==> config.mk <==
export PLATFORM = sky130hd
export DESIGN_NAME = button_conditioner
export DESIGN_NICKNAME = d
export VERILOG_FILES = /design/src/rtl/clock_defs_pkg.sv /design/src/rtl/button_conditioner_btn_sync.sv /design/src/rtl/button_conditioner.sv
export SDC_FILE = /design/constraint.sdc
export NUM_CORES = 1
export LEC_CHECK = 0
export CAP_MARGIN = 5
export CORE_ASPECT_RATIO = 1.4
export CORE_UTILIZATION = 40
export DETAILED_ROUTE_END_ITERATION = 10
export PLACE_DENSITY = 0.66
export SYNTH_ARGS = -nofsm -noshare
export SYNTH_HDL_FRONTEND = slang
export SYNTH_SLANG_ARGS = --single-unit
==> constraint.sdc <==
create_clock -name clk -period 2.24 [get_ports clk]
set_clock_uncertainty 0.05 [all_clocks]
set_input_delay 0.336 -clock clk [delete_from_list [all_inputs] [get_ports clk]]
set_output_delay 0.336 -clock clk [all_outputs]
set_load 0.1 [all_outputs]
==> src/rtl/clock_defs_pkg.sv <==
// ============================================================================
//  Module      : clock_defs_pkg
//  Description : Shared definitions for the century clock front-end:
//                button FSM state encodings, 50 MHz cycle-count constants
//                and a counter-width helper.
//  Revision    : 1.0 - initial release
// ============================================================================
`default_nettype none

package clock_defs_pkg;

  // Cycle counts at 50 MHz
  localparam int unsigned DEB_20MS_CYCLES  = 1_000_000;
  localparam int unsigned REP_500MS_CYCLES = 25_000_000;
  localparam int unsigned REP_100MS_CYCLES = 5_000_000;

  // Debounce / auto-repeat FSM states
  typedef enum logic [2:0] {
    ST_IDLE      = 3'd0,
    ST_PRESS_CHK = 3'd1,
    ST_HELD      = 3'd2,
    ST_REPEAT    = 3'd3,
    ST_REL_CHK   = 3'd4
  } btn_state_t;

  // Width able to hold (max cycle parameter - 1); never below one bit.
  function automatic int unsigned cnt_width(input int unsigned a,
                                            input int unsigned b,
                                            input int unsigned c);
    int unsigned m;
    int unsigned w;
    m = a;
    if (b > m) m = b;
    if (c > m) m = c;
    w = $clog2(m);
    if (w < 1) w = 1;
    return w;
  endfunction

endpackage : clock_defs_pkg

`default_nettype wire

==> src/rtl/button_conditioner_btn_sync.sv <==
// ============================================================================
//  Module      : btn_sync
//  Description : Two-flop synchroniser for one asynchronous input with a
//                parameterised reset level.
//  Revision    : 1.0 - initial release
// ============================================================================
`default_nettype none

module btn_sync #(
  parameter logic RST_VAL = 1'b0
) (
  input  logic clk,
  input  logic rst,      // synchronous, active-low
  input  logic i_async,
  output logic o_sync
);

  logic r_meta;
  logic r_sync;

  // Two-stage capture of the asynchronous level; reset loads the idle level
  always_ff @(posedge clk) begin
    if (!rst) begin
      r_meta <= RST_VAL;
      r_sync <= RST_VAL;
    end else begin
      r_meta <= i_async;
      r_sync <= r_meta;
    end
  end

  assign o_sync = r_sync;

endmodule : btn_sync

`default_nettype wire

==> src/rtl/button_conditioner.sv <==
// ============================================================================
//  Module      : button_conditioner
//  Description : Synchronise, debounce and auto-repeat one mechanical button.
//                Emits registered press / repeat / step / release pulses and
//                the debounced held level.
//  Revision    : 1.0 - initial release
// ============================================================================
`default_nettype none

module button_conditioner
  import clock_defs_pkg::*;
#(
  parameter bit          BTN_ACTIVE_LOW    = 1'b1,
  parameter int unsigned DEB_CYCLES        = DEB_20MS_CYCLES,
  parameter int unsigned REP_DELAY_CYCLES  = REP_500MS_CYCLES,
  parameter int unsigned REP_PERIOD_CYCLES = REP_100MS_CYCLES,
  parameter bit          REPEAT_EN         = 1'b1
) (
  input  logic clk,
  input  logic rst,            // synchronous, active-low
  input  logic btn_in,         // raw asynchronous pin
  output logic press_pulse,
  output logic repeat_pulse,
  output logic step_pulse,
  output logic release_pulse,
  output logic held
);

  localparam int unsigned CNT_W =
    cnt_width(DEB_CYCLES, REP_DELAY_CYCLES, REP_PERIOD_CYCLES);

  localparam logic [CNT_W-1:0] c_deb_last    = CNT_W'(DEB_CYCLES - 1);
  localparam logic [CNT_W-1:0] c_delay_last  = CNT_W'(REP_DELAY_CYCLES - 1);
  localparam logic [CNT_W-1:0] c_period_last = CNT_W'(REP_PERIOD_CYCLES - 1);
  localparam logic [CNT_W-1:0] c_one         = CNT_W'(1);

  logic             w_pressed;
  logic             w_s_prs;
  btn_state_t       r_state;
  logic [CNT_W-1:0] r_cnt;     // debounce counter
  logic [CNT_W-1:0] r_rcnt;    // repeat delay / period counter
  logic             r_press;
  logic             r_repeat;
  logic             r_step;
  logic             r_release;
  logic             r_held;

  // Normalise polarity so that 1 always means pressed downstream
  assign w_pressed = BTN_ACTIVE_LOW ? ~btn_in : btn_in;

  btn_sync #(
    .RST_VAL (1'b0)
  ) u_sync (
    .clk     (clk),
    .rst     (rst),
    .i_async (w_pressed),
    .o_sync  (w_s_prs)
  );

  // Debounce / auto-repeat FSM with registered outputs; every state change
  // clears the counters it leaves behind so they can never wrap.
  always_ff @(posedge clk) begin
    if (!rst) begin
      r_state   <= ST_IDLE;
      r_cnt     <= '0;
      r_rcnt    <= '0;
      r_press   <= 1'b0;
      r_repeat  <= 1'b0;
      r_step    <= 1'b0;
      r_release <= 1'b0;
      r_held    <= 1'b0;
    end else begin
      r_press   <= 1'b0;
      r_repeat  <= 1'b0;
      r_step    <= 1'b0;
      r_release <= 1'b0;

      case (r_state)
        ST_IDLE: begin
          r_held <= 1'b0;
          r_rcnt <= '0;
          if (w_s_prs) begin
            r_state <= ST_PRESS_CHK;
            r_cnt   <= c_one;
          end else begin
            r_cnt   <= '0;
          end
        end

        ST_PRESS_CHK: begin
          if (!w_s_prs) begin
            // Glitch shorter than the debounce window: drop it silently
            r_state <= ST_IDLE;
            r_cnt   <= '0;
          end else if (r_cnt == c_deb_last) begin
            r_state <= ST_HELD;
            r_cnt   <= '0;
            r_rcnt  <= '0;
            r_held  <= 1'b1;
            r_press <= 1'b1;
            r_step  <= 1'b1;
          end else begin
            r_cnt   <= r_cnt + c_one;
          end
        end

        ST_HELD: begin
          r_held <= 1'b1;
          if (!w_s_prs) begin
            // Release wins over a repeat due in the same cycle
            r_state <= ST_REL_CHK;
            r_cnt   <= c_one;
            r_rcnt  <= '0;
          end else if (REPEAT_EN && (r_rcnt == c_delay_last)) begin
            r_state  <= ST_REPEAT;
            r_rcnt   <= '0;
            r_repeat <= 1'b1;
            r_step   <= 1'b1;
          end else if (REPEAT_EN) begin
            r_rcnt   <= r_rcnt + c_one;
          end
        end

        ST_REPEAT: begin
          r_held <= 1'b1;
          if (!w_s_prs) begin
            r_state <= ST_REL_CHK;
            r_cnt   <= c_one;
            r_rcnt  <= '0;
          end else if (r_rcnt == c_period_last) begin
            r_rcnt   <= '0;
            r_repeat <= 1'b1;
            r_step   <= 1'b1;
          end else begin
            r_rcnt   <= r_rcnt + c_one;
          end
        end

        ST_REL_CHK: begin
          if (w_s_prs) begin
            // Release bounce: back to held, repeat delay starts over
            r_state <= ST_HELD;
            r_cnt   <= '0;
            r_rcnt  <= '0;
            r_held  <= 1'b1;
          end else if (r_cnt == c_deb_last) begin
            r_state   <= ST_IDLE;
            r_cnt     <= '0;
            r_held    <= 1'b0;
            r_release <= 1'b1;
          end else begin
            r_cnt   <= r_cnt + c_one;
            r_held  <= 1'b1;
          end
        end

        default: begin
          r_state <= ST_IDLE;
          r_cnt   <= '0;
          r_rcnt  <= '0;
          r_held  <= 1'b0;
        end
      endcase
    end
  end

  assign press_pulse   = r_press;
  assign repeat_pulse  = r_repeat;
  assign step_pulse    = r_step;
  assign release_pulse = r_release;
  assign held          = r_held;

endmodule : button_conditioner

`default_nettype wire

==> flow_summary.json <==
{
  "fin_nets": 431,
  "timing_hold_violations_final": 0,
  "via_count": 3081,
  "min_period_ps": 2170,
  "p_leak_nw": 1.26,
  "drt-initial-drc-count": 155,
  "r2r_setup_slack_ps": 70,
  "insertedDiodeCount": 0,
  "grt_max_degree": 26,
  "fin_cells": 531,
  "wl_um": 8230,
  "grt_usage_pct": 21.3,
  "dieHeight_um": 108,
  "cts_buffer_depth": 2,
  "io_buffers": 7,
  "drc_errors": 0,
  "ys_seq_area_share_pct": 37.2,
  "clockRootBuffer": "clkbuf_8",
  "n_fill_cell": 768,
  "fin_util_pct": 49.4,
  "synthTopCellsByArea": "dfxtp_1 (37%), nand3_1 (5.4%), nand4_1 (5.4%), nor2_1 (4.9%), nand2_1 (4.1%)",
  "post_drt_via_cell_ratio": 5.80,
  "hold_ws_ps": 385,
  "cts.sinks": 60,
  "drt_pass1_iterations": 4,
  "outcome": "finished, final reports clean",
  "grt_pass1_vias": 2957,
  "maxCapViolCount": 0,
  "slew_headroom_pct": 63.3,
  "synth.distinct_cells": 58,
  "holdPathStages": 1,
  "path_clk_slew_ps": 70,
  "worstHoldStart": "u_sync.r_meta",
  "grt_overflow": 0,
  "async_flop_share_pct": 0,
  "rr_worst_depth": 5,
  "hold_path_class": "reg -> reg",
  "syn_to_final_growth_pct": 19.3,
  "dr_wl_met3_um": 270,
  "maxUsedRoutingLayer": "met4",
  "startpoint_type": "flop",
  "end_kind": "flop",
  "synth_edf_count": 0,
  "place_congestion": 0.901,
  "mostFrequentLayoutCell": "dfxtp_1",
  "htree_levels": 3,
  "syn-num-nets": 404,
  "synthCells": 399,
  "yosysTopAreaCell": "dfxtp_1",
  "ios": 8,
  "met2_length_um": 4310,
  "finalSetupViolations": 0,
  "cp_max_fo": 7,
  "powerDensity_nw_per_um2": 606,
  "drive_gt1_share_pct": 16.0,
  "max_freq_mhz": 461,
  "fp-row-count": 38,
  "antenna_found_initial": 0,
  "r2r_end": "r_rcnt[18]",
  "die_area_um2": 8440,
  "peakVddDrop_v": 0.000487,
  "synth_area_um2": 3230,
  "met1_length_um": 3360,
  "grt_pass1_wl_um": 13800,
  "period_share_pct": 96.9,
  "criticalPathCategory": "reg -> reg",
  "dp_hpwl_um": 5950,
  "clk_latency_ps": 360,
  "cts_buffers": 9,
  "post_drt_wl_per_cell_um": 15.5,
  "min_to": "u_sync.o_sync",
  "syn_area_per_cell_um2": 8.09,
  "worst_pin_slew_ps": 546,
  "synth_ff_type": "dfxtp_1",
  "initial_core_util_pct": 41.4,
  "dpl.cell_count": 515,
  "synth-seq-cells": 60,
  "maxSlewViolCount": 0,
  "synth_top_area_share_pct": 37.2,
  "chipWidth_um": 77.9,
  "rr_startpoint": "r_rcnt[15]",
  "p_total_mw": 2.33,
  "cts_setup_buffers": 0,
  "layout.cells.most_common_list": "dfxtp_1 (60), nor2_1 (41), buf_4 (37)",
  "ant_nets": 0,
  "critical_path_required_ps": 2420,
  "coreArea_um2": 7800,
  "arrival_ps": 2350,
  "cts_tree": "built",
  "yosys_warnings": 0
}
==> synth_stat cells, drive strengths merged, types with 5 or more instances <==
master,count
dfxtp,60
nor2,42
nand2,35
nand3,35
nand4,28
clkbuf,16
a31oi,15
o21ai,14
inv,12
nor3,12
buf,10
xor2,10
and4,9
and3,8
a21oi,7
nor4,7
xnor2,7
mux2i,6
or4,5
==> logic make-up (layout without fill, tap and decap cells) <==
family          after synthesis  in the layout  synth area share [%]
xor+xnor                     17             17                  4.61
simple gates                205            205                  34.4
buf+inv                      39             71                  5.35
flops                        60             60                  37.2
compound gates               70             70                  15.8
fa+ha+maj                     2              2                 0.775
mux                           6              6                  1.86
==> through the flow <==
| stage | area, um^2 | TNS, ps | setup slack [ps] |
|---|---|---|---|
| 2_1_floorplan | 3230 | 0 | 160 |
| 3_3_place_gp | 3580 | 0 | 97.5 |
| 3_5_place_dp | 3580 | 0 | 47.2 |
| 4_1_cts | 3830 | 0 | 26.6 |
| 5_1_grt | 3850 | -44.4 | -18.7 |
| 6_report | 3850 | 0 | 70.2 |
==> repair_timing <==
action,CTS,global route
hold buffers,0,0
resized for setup,0,3
endpoints found under the setup margin,0,3
==> report_power, final <==
group	total, mW	switching, mW	leakage (nW)	internal [mW]
Combinational	0.0236	0.0130	0.655	0.0106
Sequential	1.07	0.00276	0.484	1.07
Clock	1.24	0.440	0.127	0.799
Total	2.33	0.456	1.26	1.88
==> how the worst max path moves through the flow <==
stage                from         end  slack (ps)  cells after the start
2_1_floorplan  r_rcnt[15]  r_rcnt[21]         160                      6
5_1_grt          r_cnt[8]   r_rcnt[8]         -20                      6
3_5_place_dp   r_rcnt[15]  r_rcnt[18]          50                      6
6_report       r_rcnt[15]  r_rcnt[18]          70                      5
3_3_place_gp   r_rcnt[15]  r_rcnt[18]         100                      6
4_1_cts        r_rcnt[15]  r_rcnt[18]          30                      6
==> layout make-up <==
| class | count | area (um^2) | share of cell area [%] |
|---|---|---|---|
| clock buffers | 12 | 155 | 4.03 |
| clock inverters | 4 | 95.1 | 2.47 |
| inverters | 13 | 48.8 | 1.27 |
| multi-input cells | 300 | 1870 | 48.7 |
| flip-flops and latches | 60 | 1200 | 31.2 |
| well taps | 100 | 125 | 3.25 |
| repair buffers | 42 | 349 | 9.07 |
==> sequential cells by signal, indices dropped and copies added (netlist names) <==
register and cells:
r_cnt 25, r_rcnt 25, r_state 3, held 1
press_pulse 1, release_pulse 1, repeat_pulse 1, step_pulse 1
u_sync.o_sync 1, u_sync.r_meta 1
==> critical path, stage by stage, from the launching register on <==
cell and delay (ps):
dfxtp_1 310, or4b_4 540, nor4_4 330, o2111ai_4 200, and2_1 310, a221o_1 330
==> layer usage <==
metal / track usage [%] / vias to the layer above
met5: 0 / -
met4: 12.6 / 0
met3: 5.82 / 25
met2: 37.9 / 55
met1: 22.5 / 1454
li1: - / 1547
(Power assumes the default switching activity.)
